<file path="config.mk">
export PLATFORM = sky130hd
export DESIGN_NAME = fpmul_result_fifo
export DESIGN_NICKNAME = d
export VERILOG_FILES = /design/src/rtl/fpmul_result_fifo.sv
export SDC_FILE = /design/constraint.sdc
export NUM_CORES = 1
export LEC_CHECK = 0
export ABC_AREA = 1
export BUFFER_PORTS_ARGS = -buffer_cell sky130_fd_sc_hd__buf_2
export CORE_ASPECT_RATIO = 0.5
export CORE_MARGIN = 2
export CORE_UTILIZATION = 53
export DETAILED_ROUTE_END_ITERATION = 8
export GPL_ROUTABILITY_DRIVEN = 0
export PLACE_DENSITY = 0.87
export SYNTH_ARGS = -nofsm -noshare
export SYNTH_HDL_FRONTEND = slang
export SYNTH_SLANG_ARGS = --single-unit
</file>
<file path="constraint.sdc">
create_clock -name clk -period 1.9 [get_ports clk]
set_input_delay 0.095 -clock clk [delete_from_list [all_inputs] [get_ports clk]]
set_output_delay 0.095 -clock clk [all_outputs]
set_load 0.02 [all_outputs]
</file>
<file path="src/rtl/fpmul_result_fifo.sv">
// fpmul_result_fifo: FWFT output buffer for binary32 multiplier products.
// Optional feature macro FPRF_CLASS_EN adds a per-entry IEEE class tag,
// the out_class port and live NaN/Inf saturating counters.
module fpmul_result_fifo #(
    parameter int unsigned DEPTH = 4,
    parameter int unsigned CNT_W = 16
) (
    input  logic                     clk,
    input  logic                     rst,
    input  logic [31:0]              in_data,
    input  logic                     in_valid,
    output logic                     in_ready,
    output logic [31:0]              out_data,
    output logic                     out_valid,
    input  logic                     out_ready,
`ifdef FPRF_CLASS_EN
    output logic [2:0]               out_class,
`endif
    output logic [$clog2(DEPTH):0]   level,
    output logic [CNT_W-1:0]         nan_cnt,
    output logic [CNT_W-1:0]         inf_cnt
);

    localparam int unsigned PTR_W = $clog2(DEPTH);
    localparam int unsigned LVL_W = PTR_W + 1;
`ifdef FPRF_CLASS_EN
    localparam int unsigned ENT_W = 35;
`else
    localparam int unsigned ENT_W = 32;
`endif

`ifdef FPRF_CLASS_EN
    // IEEE class of a binary32 word; sign is ignored
    function automatic logic [2:0] classify(input logic [31:0] w);
        logic [7:0]  e;
        logic [22:0] f;
        e = w[30:23];
        f = w[22:0];
        if (e == 8'd0) begin
            classify = (f == 23'd0) ? 3'd0 : 3'd1;
        end else if (e == 8'hFF) begin
            if (f == 23'd0)      classify = 3'd3;
            else if (f[22])      classify = 3'd4;
            else                 classify = 3'd5;
        end else begin
            classify = 3'd2;
        end
    endfunction
`endif

    logic [ENT_W-1:0] mem_q [DEPTH];
    logic [ENT_W-1:0] mem_d [DEPTH];
    logic [PTR_W-1:0] wr_ptr_q, wr_ptr_d;
    logic [PTR_W-1:0] rd_ptr_q, rd_ptr_d;
    logic [LVL_W-1:0] level_q, level_d;
    logic [ENT_W-1:0] entry;
    logic             push;
    logic             pop;

    // Handshake decode from registered occupancy only
    assign in_ready  = (level_q != LVL_W'(DEPTH));
    assign out_valid = (level_q != LVL_W'(0));
    assign push      = in_valid && in_ready;
    assign pop       = out_valid && out_ready;
    assign level     = level_q;
    assign out_data  = mem_q[rd_ptr_q][31:0];

`ifdef FPRF_CLASS_EN
    assign entry     = {classify(in_data), in_data};
    assign out_class = mem_q[rd_ptr_q][34:32];
`else
    assign entry     = in_data;
`endif

    // Next-state for storage, pointers and occupancy
    always_comb begin
        mem_d    = mem_q;
        wr_ptr_d = wr_ptr_q;
        rd_ptr_d = rd_ptr_q;
        level_d  = level_q;
        if (push) begin
            mem_d[wr_ptr_q] = entry;
            wr_ptr_d        = wr_ptr_q + PTR_W'(1);
        end
        if (pop) begin
            rd_ptr_d = rd_ptr_q + PTR_W'(1);
        end
        if (push && !pop) begin
            level_d = level_q + LVL_W'(1);
        end else if (pop && !push) begin
            level_d = level_q - LVL_W'(1);
        end
    end

    // FIFO state registers; reset wipes stored words
    always_ff @(posedge clk) begin
        if (rst) begin
            mem_q    <= '{default: '0};
            wr_ptr_q <= '0;
            rd_ptr_q <= '0;
            level_q  <= '0;
        end else begin
            mem_q    <= mem_d;
            wr_ptr_q <= wr_ptr_d;
            rd_ptr_q <= rd_ptr_d;
            level_q  <= level_d;
        end
    end

`ifdef FPRF_CLASS_EN
    logic [CNT_W-1:0] nan_cnt_q, nan_cnt_d;
    logic [CNT_W-1:0] inf_cnt_q, inf_cnt_d;
    logic [2:0]       in_class;

    assign in_class = entry[34:32];
    assign nan_cnt  = nan_cnt_q;
    assign inf_cnt  = inf_cnt_q;

    // Saturating NaN/Inf counters advanced by accepted pushes only
    always_comb begin
        nan_cnt_d = nan_cnt_q;
        inf_cnt_d = inf_cnt_q;
        if (push && (in_class == 3'd4 || in_class == 3'd5) && (nan_cnt_q != '1)) begin
            nan_cnt_d = nan_cnt_q + CNT_W'(1);
        end
        if (push && (in_class == 3'd3) && (inf_cnt_q != '1)) begin
            inf_cnt_d = inf_cnt_q + CNT_W'(1);
        end
    end

    // Counter registers
    always_ff @(posedge clk) begin
        if (rst) begin
            nan_cnt_q <= '0;
            inf_cnt_q <= '0;
        end else begin
            nan_cnt_q <= nan_cnt_d;
            inf_cnt_q <= inf_cnt_d;
        end
    end
`else
    assign nan_cnt = '0;
    assign inf_cnt = '0;
`endif

endmodule

</file>
==> metrics.txt <==
number of top-level pins 105; Placed Cells 1481; Top Metal Used met4; Tmin final 1.83 ns; final number of max-transition violations 0; port buffer count 72; status finished, final reports clean; Sinks on Clock Net 135; Post-DP HPWL 12.2 mm; number of remaining DRC errors 0; routed metal-1 wirelength 8.57 mm; Netlist cell types 20; Finished Layout Cells 1515; maxcap violations 0; largest net degree at the start of global routing 133; Critical Path Start Type register; setup bufs post-CTS 0; cell area after synthesis 7780 um^2; element type at the critical path end output pin; CTS tree built; CP arrival 1.73 ns; period utilisation layout 96.1%; CTS Buf Count 17; YS warnings 0; commonest non-fill, non-tap cell in the layout inv_1; CTS root buffer clkbuf_16; Die Ht 89.7 um; GRT Total Usage 26.7%; CP max-delay cell dfxtp_2; Setup Total Neg Slack 0 ns; Starting Density 54.0%; Worst-Margin Slew 0.555 ns; Routed WL 21.3 mm; sequential share of the synthesized area 34.8%; Setup Skew 0.00618 ns; # diodes 0; Seq cells post-synth 135; Max Freq 548 MHz; Layout area overhead 13.2%; CP Data Required Time 1.80 ns; share of cells above drive strength 1 11.2%; post-DR wirelength/cell 14.1 um; core footprint 14400 um^2; Hold EP mem_q[16]$_SDFFE_PP0P_; DRT Pass-1 Iters 5; first-pass GRT wire length 33.8 mm; Fin. Hold Viols 0; H-tree depth 4; DR WL met3 2.17 mm; Design Power 11.5 mW; Final nets 1346; initial antenna violation count 0; final setup vio count 0; Max IR drop VDD 0.637 mV; initial DRC count 818; P per Cell Area 1310 nW/um^2; Worst Hold Class in2reg; post-DR vias/cell 5.23; CP Class reg2out; worst reg-to-reg setup slack 0.09 ns; Worst-Skew Late Latency 0.41 ns; leakage 4.63 nW; Vias 7919; Met2 Wirelength 10.0 mm; hold path cells 5; Crit path largest cell delay 0.40 ns; syn avg cell area 6.12 um^2; Die ar. 15700 um^2; GR Overflow Total 0; r2r startpoint level[0]$_SDFFE_PP0P_; Filler cells 1195; vias in the first global route 7268; Mapped Cells 1271; row count 31; worst-case clock buffer depth 2; worst min-delay path startpoint in_data[16]; WHS 0.0508 ns; CP Cell Sequence nor2_4, nand2_4, buf_6, buf_16, buf_2; Util after Layout 61.2%; Routed Antenna Nets 0; worst reg2reg path endpoint level[2]$_SDFFE_PP0P_; most frequent cells in the layout inv_1 (293), nand2_1 (267), nor2_1 (201); CTS clk-pin slew, worst paths 0.06 ns; worst-path fanout max 57; chip width 175 um; R2R depth 12; Slew headroom 63.0%
[state kept, by name (all words and copies together) (netlist names)]
name,count
level,3
rd_ptr_q,2
mem_q,128
wr_ptr_q,2
[where the power goes]
group	internal, mW	switching [mW]
registers	3.25	0.246
clock network	2.13	1.28
logic	1.49	3.15
[synthesized netlist by cell type]
cell	instances	area [um^2]
fa_1	1	20.0
buf_6	11	124
a21oi_1	2	10.0
dfxtp_1	135	2700
nand3_1	7	35.0
nor2_1	202	758
nand2_1	268	1010
nand4_1	128	801
ha_1	5	62.6
inv_1	295	1110
buf_2	35	175
conb_1	1	3.75
o21ai_0	67	335
buf_1	18	67.6
xor2_1	1	8.76
clkbuf_1	27	101
nand2_2	1	6.26
inv_2	3	11.3
buf_4	32	240
o22ai_1	32	200
[kinds of logic after synthesis]
logic type	share of synthesized area (%)
AOI/OAI and AO/OA	7.02
xor gates and xnor gates	0.113
buffers and inverters	23.5
DFF	34.8
and+or+nand+nor	33.5
other	0.0482
adders and majority gates	1.06
[repair_timing]
item                                    CTS  global route
hold endpoints to repair                  3             0
gates cloned                              0             0
hold buffers                              2             0
endpoints found under the setup margin    1            23
resized for setup                         3             7
[per-layer routing]
metal  vias up  track usage, %
met5         -               0
met2       451            47.0
met3        64            6.06
met4         0            11.7
li1       3858               -
met1      3546            32.2
[how the worst max path moves through the flow]
stage	endpoint	from
global route	level[2]$_SDFFE_PP0P_	level[0]$_SDFFE_PP0P_
CTS	in_ready	level[0]$_SDFFE_PP0P_
detailed placement	mem_q[22]$_SDFFE_PP0P_	level[0]$_SDFFE_PP0P_
floorplan	level[2]$_SDFFE_PP0P_	level[0]$_SDFFE_PP0P_
global placement	level[2]$_SDFFE_PP0P_	level[0]$_SDFFE_PP0P_
finish	in_ready	level[0]$_SDFFE_PP0P_
[through the flow]
stage          setup WS (ns)  cell area, um^2
6_report              0.0746             8800
5_1_grt              -0.0163             8800
2_1_floorplan         0.0108             7900
3_5_place_dp           0.109             8140
3_3_place_gp           0.170             8140
4_1_cts               0.0280             8770
[critical path: cells and delay by family, from the launching register on]
family | cells | cell delay (ns)
buf+inv | 3 | 0.72
flops | 1 | 0.40
simple gates | 2 | 0.13
[layout make-up]
type / instances / area [um^2] / area share (%)
Multi-Input combinational cell: 746 / 3380 / 38.4
Inverter: 298 / 1120 / 12.7
Sequential cell: 135 / 2710 / 30.8
Clock buffer: 20 / 457 / 5.19
Clock inverter: 12 / 150 / 1.71
Tap cell: 198 / 248 / 2.82
Timing Repair Buffer: 106 / 738 / 8.39
Note: power is estimated with default switching activity, not from simulation.
